## src/rtl/move_gate.sv

```systemverilog
// rtl/move_gate.sv - direction-permission gate with button auto-repeat and gravity moves
module move_gate #(
  parameter int ROWS      = 4,
  parameter int COLS      = 6,
  parameter int DELAY_CYC = 16,
  parameter int RATE_CYC  = 4
) (
  input  logic                 clk,
  input  logic                 rst,
  input  logic [ROWS*COLS-1:0] up_en,
  input  logic [ROWS*COLS-1:0] down_en,
  input  logic [ROWS*COLS-1:0] left_en,
  input  logic [ROWS*COLS-1:0] right_en,
  input  logic [3:0]           btn,
  input  logic                 gravity,
  output logic [3:0]           dir_enable_o,
  output logic                 move_valid,
  output logic [1:0]           move_dir,
  input  logic                 move_ready,
  output logic                 blocked
);

  localparam int MAX_CYC = (DELAY_CYC > RATE_CYC) ? DELAY_CYC : RATE_CYC;
  localparam int CNT_W   = $clog2(MAX_CYC + 1);

  localparam logic [1:0] DIR_UP    = 2'd0;
  localparam logic [1:0] DIR_DOWN  = 2'd1;
  localparam logic [1:0] DIR_LEFT  = 2'd2;
  localparam logic [1:0] DIR_RIGHT = 2'd3;

  typedef enum logic [1:0] {
    IDLE    = 2'd0,
    OFFER   = 2'd1,
    DELAY   = 2'd2,
    RELEASE = 2'd3
  } state_t;

  state_t             state_q;
  logic [3:0]         dir_enable_q;
  logic [3:0]         dir_enable_d;
  logic               valid_q;
  logic [1:0]         dir_q;
  logic               blocked_q;
  logic               src_grav_q;
  logic               repeat_q;
  logic               pend_q;
  logic [CNT_W-1:0]   cnt_q;
  logic [1:0]         btn_dir_d;

  // A direction is permitted only if every cell of the piece permits it
  assign dir_enable_d = {&right_en, &left_en, &down_en, &up_en};

  // Button priority: down > left > right > up
  always_comb begin
    btn_dir_d = DIR_UP;
    if (btn[1])      btn_dir_d = DIR_DOWN;
    else if (btn[2]) btn_dir_d = DIR_LEFT;
    else if (btn[3]) btn_dir_d = DIR_RIGHT;
  end

  // Register the per-direction permission flags
  always_ff @(posedge clk or posedge rst) begin
    if (rst) begin
      dir_enable_q <= 4'b0000;
    end else begin
      dir_enable_q <= dir_enable_d;
    end
  end

  // Move FSM: gravity/button arbitration, offer handshake and auto-repeat timing
  always_ff @(posedge clk or posedge rst) begin
    if (rst) begin
      state_q    <= IDLE;
      valid_q    <= 1'b0;
      dir_q      <= DIR_UP;
      blocked_q  <= 1'b0;
      src_grav_q <= 1'b0;
      repeat_q   <= 1'b0;
      pend_q     <= 1'b0;
      cnt_q      <= '0;
    end else begin
      blocked_q <= 1'b0;
      // Gravity outside IDLE is remembered once; extra pulses collapse into it
      if (gravity && (state_q != IDLE)) pend_q <= 1'b1;

      case (state_q)
        IDLE: begin
          if (gravity || pend_q) begin
            pend_q     <= 1'b0;
            dir_q      <= DIR_DOWN;
            src_grav_q <= 1'b1;
            if (dir_enable_q[DIR_DOWN]) begin
              valid_q <= 1'b1;
              state_q <= OFFER;
            end else begin
              blocked_q <= 1'b1;
            end
          end else if (|btn) begin
            dir_q      <= btn_dir_d;
            src_grav_q <= 1'b0;
            if (dir_enable_q[btn_dir_d]) begin
              valid_q <= 1'b1;
              state_q <= OFFER;
            end else begin
              blocked_q <= 1'b1;
              state_q   <= RELEASE;
            end
          end
        end

        OFFER: begin
          if (move_ready) begin
            valid_q <= 1'b0;
            if (src_grav_q) begin
              repeat_q <= 1'b0;
              state_q  <= IDLE;
            end else begin
              cnt_q   <= repeat_q ? CNT_W'(RATE_CYC - 1) : CNT_W'(DELAY_CYC - 1);
              state_q <= DELAY;
            end
          end
        end

        DELAY: begin
          if (!btn[dir_q]) begin
            repeat_q <= 1'b0;
            state_q  <= IDLE;
          end else if (cnt_q == '0) begin
            if (dir_enable_q[dir_q]) begin
              valid_q  <= 1'b1;
              repeat_q <= 1'b1;
              state_q  <= OFFER;
            end else begin
              blocked_q <= 1'b1;
              state_q   <= RELEASE;
            end
          end else begin
            cnt_q <= cnt_q - CNT_W'(1);
          end
        end

        RELEASE: begin
          if (btn == 4'b0000) begin
            repeat_q <= 1'b0;
            state_q  <= IDLE;
          end
        end

        default: state_q <= IDLE;
      endcase
    end
  end

  assign dir_enable_o = dir_enable_q;
  assign move_valid   = valid_q;
  assign move_dir     = dir_q;
  assign blocked      = blocked_q;

endmodule

```

## config.mk

```make
export PLATFORM = sky130hd
export DESIGN_NAME = move_gate
export DESIGN_NICKNAME = d
export VERILOG_FILES = /design/src/rtl/move_gate.sv
export SDC_FILE = /design/constraint.sdc
export NUM_CORES = 1
export LEC_CHECK = 0
export ABC_CLOCK_PERIOD_IN_PS = 2400
export BUFFER_PORTS_ARGS = -buffer_cell sky130_fd_sc_hd__buf_4
export CAP_MARGIN = 20
export CORE_MARGIN = 10
export CORE_UTILIZATION = 38
export CTS_BUF_LIST = sky130_fd_sc_hd__clkbuf_8
export CTS_CLUSTER_DIAMETER = 120
export DETAILED_ROUTE_END_ITERATION = 10
export PLACE_DENSITY = 0.88
export RECOVER_POWER = 100
export SLEW_MARGIN = 20
export SYNTH_ARGS = -nofsm -noshare
export SYNTH_HDL_FRONTEND = slang
export SYNTH_SLANG_ARGS = --single-unit
```

## constraint.sdc

```tcl
create_clock -name clk -period 2.4 [get_ports clk]
set_input_delay 0.36 -clock clk [delete_from_list [all_inputs] [get_ports clk]]
set_output_delay 0.36 -clock clk [all_outputs]
set_load 0.02 [all_outputs]
```

==> flow_summary.yaml, run 1 <==
clock_tree:
  cts_htree_levels: 1
  tritoncts: "built"
  post_cts_buffers: 0
  cts_inserted_buffers: 3
  cts-hold-fix-buffers: 0
  clk_latency_ps: 250
  cts.sink_count: 18
  clk_path_buf_depth: 2
  path_clk_slew_ps: 70
  root_buffer: "clkbuf_8"
  post_cts_resized: 0
die:
  die_x_um: 77.2
  core_sq_um: 3080
  dieArea_sq_um: 5950
  initial_core_util_pct: 40.3
  io_pins: 112
  dieHeight_um: 77.2
  rows: 20
yosys:
  synth_compound_area_share_pct: 20.0
  syn_area_sq_um: 1240
  synth_nets: 240
  synth-simple-area-share_pct: 33.8
  synth.avg_cell_area_sq_um: 9.19
  ys_warn_count: 0
  synthMuxAreaShare_pct: 5.85
  ys_ff_latch: 18
  yosysSeqAreaShare_pct: 36.3
  synth_xor_area_share_pct: 0
  synth-adder-area-share_pct: 1.01
  ys_types: 45
  synth_top_family_by_area: "simple AND/OR/NAND/NOR gates"
  synthCells: 135
detailed_routing:
  firstDrtPassIters: 4
  postRouteWirelength_mm: 5.38
  num_vias: 1592
  drcViolationCount: 0
  wire_per_inst_um: 18.4
  drt_iter0_markers: 138
  ant_nets: 0
  viasPerCell: 5.45
finish:
  seqCellArea_sq_um: 450
  antennaDiodeCount: 0
  multi_input_area_sq_um: 747
  area_growth_pct: 72.2
  fill_cells: 276
  layout.nets: 354
  drive_above_1_share_pct: 47.6
  final_cell_area_sq_um: 2140
power_and_ir_drop:
  power_density_nw_per_um2: 713
  peakVddDrop_mv: 0.280
  leakage_nw: 0.985
  power.total_mw: 1.52
worst_setup_path:
  critPathMaxFanout: 12
  startpoint_type: "register"
  crit_chain: "or3b_1 -> o22a_1 -> nor2_4 -> o21ai_0 -> o21a_1"
  cp_slowest_stage_delay_ps: 600
  path_buf_inv: 0
  cp-end-kind: "register"
  critPathRequiredTime_ps: 2540
  cp.arrival_ps: 2200
  crit_path_top_delay_cell: "dfrtp_1"
  crit_type: "register to register"
  cpLargestDelayFamily: "compound AO/OA/AOI/OAI gates"
outcome:
  outcome: "finished, final reports clean"
place:
  dp_slack_ps: 481
  portBuffers: 111
  placed_area_sq_um: 2120
  gp_congestion: 0.817
  place_hpwl_mm: 4.68
grt:
  antenna_found_initial: 0
  grt_use_total_pct: 17.2
  grt_first_pass_wirelength_mm: 8.50
  grt_pass1_vias: 1775
  grt_start_max_net_pins: 19
  grt_overflow: 0
timing:
  finalSetupTns_ps: 0
  slew_violations: 0
  rsz0062_at_grt: "false"
  hold_viol: 0
  finalCritPeriodShare_pct: 85.6
  min_period_ps: 2050
  fmax_ghz: 0.487
  tightest_slew_ps: 672
  timing.final.ws_setup_ps: 347
  slew_headroom_pct: 55.2
  holdWs_ps: 204
  skew_ps: 5.22
  setup_viol: 0
worst_hold_path:
  hp-class: "input pin to async pin"
flow_run:
  drv_cap: 0
==> cells in the final DEF, fill, tap and decap left out, types with 2 or more instances in the layout <==
cell       Yosys  routed
a21oi_1        4       4
buf_4          0      99
clkbuf_1       0       8
clkbuf_4       0       5
clkbuf_8       0       4
dfrtp_1       18      18
inv_1          5       5
mux2i_1        5       5
nand2_1        4       4
nand2b_1       5       5
nand4_1       24      24
nor2_1        16      16
nor2b_1        2       2
nor3_1         7       7
nor3_2         2       2
o21ai_0        4       6
o221ai_1       3       3
o2bb2ai_1      2       2
or4_1          4       4
==> final cells by class <==
class	count	share of cell area, %
timing repair buffer	112	37.9
sequential	18	21.1
inverter	5	0.878
multi-input combinational	109	35.0
tap	44	2.58
clock buffer	4	2.58
==> final timing paths <==
kind / start / end / slack [ps] / cells past startpoint
hold / removal: rst / dir_enable_o[2] / 200 / 2
setup / recovery: state_q[1] / cnt_q[4] / 350 / 5
setup reg to reg: state_q[1] / cnt_q[4] / 350 / 5
hold reg to reg: src_grav_q / src_grav_q / 510 / 1
max in group asynchronous: rst / dir_enable_o[1] / 1770 / 2
min in group clk: move_ready / move_valid / 300 / 2
==> where the power goes <==
part | switching, mW | leakage, nW | internal (mW)
Clock | 0.103 | 0.0288 | 0.146
Combinational | 0.360 | 0.734 | 0.379
Sequential | 0.128 | 0.223 | 0.408
==> per-stage QoR <==
stage | std cells | util [%]
after floorplan | 135 | -
after global placement | 288 | 68.8
after detailed placement | 288 | 68.8
after CTS | 292 | 70.6
after global routing | 292 | 69.4
final | 292 | 69.4
==> cells by family after synthesis <==
family,after synthesis
mux,6
compound gates,30
buf+inv,8
fa+ha+maj,1
flops,18
simple gates,72
==> layer usage <==
layer	global-route usage (%)	wire (um)
met1	15.9	1800
met2	31.9	2840
met3	6.88	569
met4	8.58	174
met5	0	0
==> registers in the layout, summed over array words and instances, names as in the netlist <==
name,count
cnt_q,5
dir_enable_o,4
move_dir,2
state_q,2
blocked,1
move_valid,1
pend_q,1
repeat_q,1
src_grav_q,1
==> cell usage after synthesis, drive strengths merged <==
library cell  instances  share of area [%]
nand4                24                 12
dfrtp                18                 36
nor2                 17                5.7
nor3                  9                4.4
o21ai                 6                2.7
inv                   5                1.5
mux2i                 5                4.0
nand2b                5                2.5
or4                   5                3.3
a21oi                 4                1.6
nand2                 4                1.2
buf                   3                1.6
o221ai                3                2.1
a2111oi               2                1.9
a31oi                 2                2.2
nor2b                 2                1.0
o2bb2ai               2                1.4
a211o                 1               0.71
a211oi                1                1.0
a21bo                 1               0.81
a21o                  1               0.61
a221o                 1               0.81
a22oi                 1               0.61
a2bb2oi               1               0.71
and2                  1               0.50
ha                    1                1.0
mux4                  1                1.8
nand3b                1               0.61
nor3b                 1               0.61
nor4                  1               0.50
o21a                  1               0.61
o22a                  1               0.81
o31a                  1               0.71
o31ai                 1               0.61
or2                   1               0.50
or3b                  1               0.71
No activity file was read; power rests on OpenSTA's default activity.
==> run 2: changes to the inputs <==
--- a/config.mk
+++ b/config.mk
@@ -5,15 +5,15 @@
 export SDC_FILE = /design/constraint.sdc
 export NUM_CORES = 1
 export LEC_CHECK = 0
-export ABC_CLOCK_PERIOD_IN_PS = 2400
+export ABC_CLOCK_PERIOD_IN_PS = 2650
 export BUFFER_PORTS_ARGS = -buffer_cell sky130_fd_sc_hd__buf_4
 export CAP_MARGIN = 20
 export CORE_MARGIN = 10
-export CORE_UTILIZATION = 38
+export CORE_UTILIZATION = 41
 export CTS_BUF_LIST = sky130_fd_sc_hd__clkbuf_8
 export CTS_CLUSTER_DIAMETER = 120
 export DETAILED_ROUTE_END_ITERATION = 10
-export PLACE_DENSITY = 0.88
+export PLACE_DENSITY = 0.93
 export RECOVER_POWER = 100
 export SLEW_MARGIN = 20
 export SYNTH_ARGS = -nofsm -noshare
==> constraint.sdc (replaced) <==
create_clock -name clk -period 2.65 [get_ports clk]
set_input_delay 0.3975 -clock clk [delete_from_list [all_inputs] [get_ports clk]]
set_output_delay 0.3975 -clock clk [all_outputs]
set_load 0.02 [all_outputs]
==> flow_summary.yaml, run 2 (synthesized netlist as in run 1, its figures left out) <==
detailed_routing:
  wire_per_inst_um: 18.8
  drcViolationCount: 0
  firstDrtPassIters: 5
  ant_nets: 0
  drt_iter0_markers: 127
  postRouteWirelength_mm: 5.23
  num_vias: 1573
  viasPerCell: 5.66
die:
  initial_core_util_pct: 43.9
  rows: 19
  die_x_um: 75.0
  dieHeight_um: 75.0
  core_sq_um: 2830
  io_pins: 112
  dieArea_sq_um: 5630
grt:
  grt_pass1_vias: 1703
  grt_overflow: 0
  antenna_found_initial: 0
  grt_start_max_net_pins: 19
  grt_use_total_pct: 18.7
  grt_first_pass_wirelength_mm: 8.13
flow_run:
  drv_cap: 0
place:
  gp_congestion: 0.911
  portBuffers: 111
  place_hpwl_mm: 4.59
  dp.cells: 275
worst_setup_path:
  reg2reg_to: "move_valid"
  startpoint_type: "register"
  cp.arrival_ps: 2320
  rrSetupSlack_ps: 510
  critPathRequiredTime_ps: 2830
  critPathMaxFanout: 5
  crit_start: "cnt_q[0]"
  r2r-start: "cnt_q[0]"
  crit_type: "register to register"
  worstRegToRegCells: 7
  crit_end: "move_valid"
  cp-end-kind: "register"
clock_tree:
  clk_path_buf_depth: 2
  tritoncts: "built"
  cts_htree_levels: 1
  root_buffer: "clkbuf_8"
  cts-hold-fix-buffers: 0
  cts.sink_count: 18
  path_clk_slew_ps: 70
  post_cts_resized: 0
  cts_inserted_buffers: 3
  post_cts_buffers: 0
  clk_latency_ps: 250
finish:
  fill_cells: 214
  antennaDiodeCount: 0
  drive_above_1_share_pct: 47.0
  top_register: "cnt_q"
  area_growth_pct: 69.3
  final_common_cell: "buf_4"
  finalNonFillerCells: 278
  final_cell_mix: "buf_4, nand4_1, dfrtp_1, nor2_1, nor3_1"
  largest_register_ff_count: 5
  layout.nets: 354
timing:
  skew_ps: 2.94
  tightest_slew_ps: 715
  slew_violations: 0
  slew_headroom_pct: 51.9
  rsz0062_at_grt: "false"
  hold_viol: 0
  min_period_ps: 2140
  finalSetupTns_ps: 0
  fmax_ghz: 0.468
  setup_viol: 0
  finalCritPeriodShare_pct: 80.7
power_and_ir_drop:
  leakage_nw: 0.976
  peakVddDrop_mv: 0.319
  power_density_nw_per_um2: 636
  power.total_mw: 1.34
worst_hold_path:
  hp-class: "input pin to async pin"
outcome:
  outcome: "finished, final reports clean"
-- run 2: changes by cell type in the layout (fill, tap and decap cells not counted), sizes merged --
cell    previous run  this run
clkbuf            17        16
-- run 2: area by class of cell --
cell class                 instances  area (sq um)  share of cell area [%]
timing repair buffer             112           811                    38.6
multi-input combinational        109           741                    35.3
sequential                        18           450                    21.4
clock buffer                       3          41.3                    1.97
tap                               31          38.8                    1.85
inverter                           5          18.8                   0.893
-- run 2: critical path: stages (launching register included) --
cell and delay, ps:
dfrtp_1 400, inv_1 70, ha_1 170, nand2b_1 100
nor3_1 570, nand2b_1 160, a2111oi_2 410, a2bb2oi_1 180
-- run 2: metal layers --
layer / vias up / part of all wire [%] / global-route usage, %
met2: 86 / 54 / 35.0
met5: - / 0 / 0
met1: 713 / 32 / 17.8
met3: 12 / 11 / 7.36
li1: 762 / - / -
met4: 0 / 2.5 / 7.14
-- run 2: where the power goes --
group	internal, mW	switching, mW	total, mW
Sequential	0.370	0.109	0.479
Clock	0.101	0.0904	0.191
Combinational	0.345	0.321	0.666
Total	0.816	0.520	1.34
-- run 2: worst min-delay path by stage --
stage | to | slack (ps) | cells after the start | from
finish | dir_enable_o[1] | 250 | 2 | rst
global placement | src_grav_q | 480 | 1 | src_grav_q
floorplan | blocked | 340 | 1 | rst
global route | dir_enable_o[1] | 300 | 2 | rst
detailed placement | src_grav_q | 480 | 1 | src_grav_q
CTS | dir_enable_o[1] | 270 | 2 | rst
-- run 2: through the flow --
stage	hold slack (ps)	worst slack [ps]	util [%]	instance area, sq um
global placement	478	766	74.3	2100
CTS	266	743	75.7	2140
detailed placement	479	727	74.3	2100
global route	296	303	74.3	2100
floorplan	336	887	-	1240
finish	248	511	74.3	2100
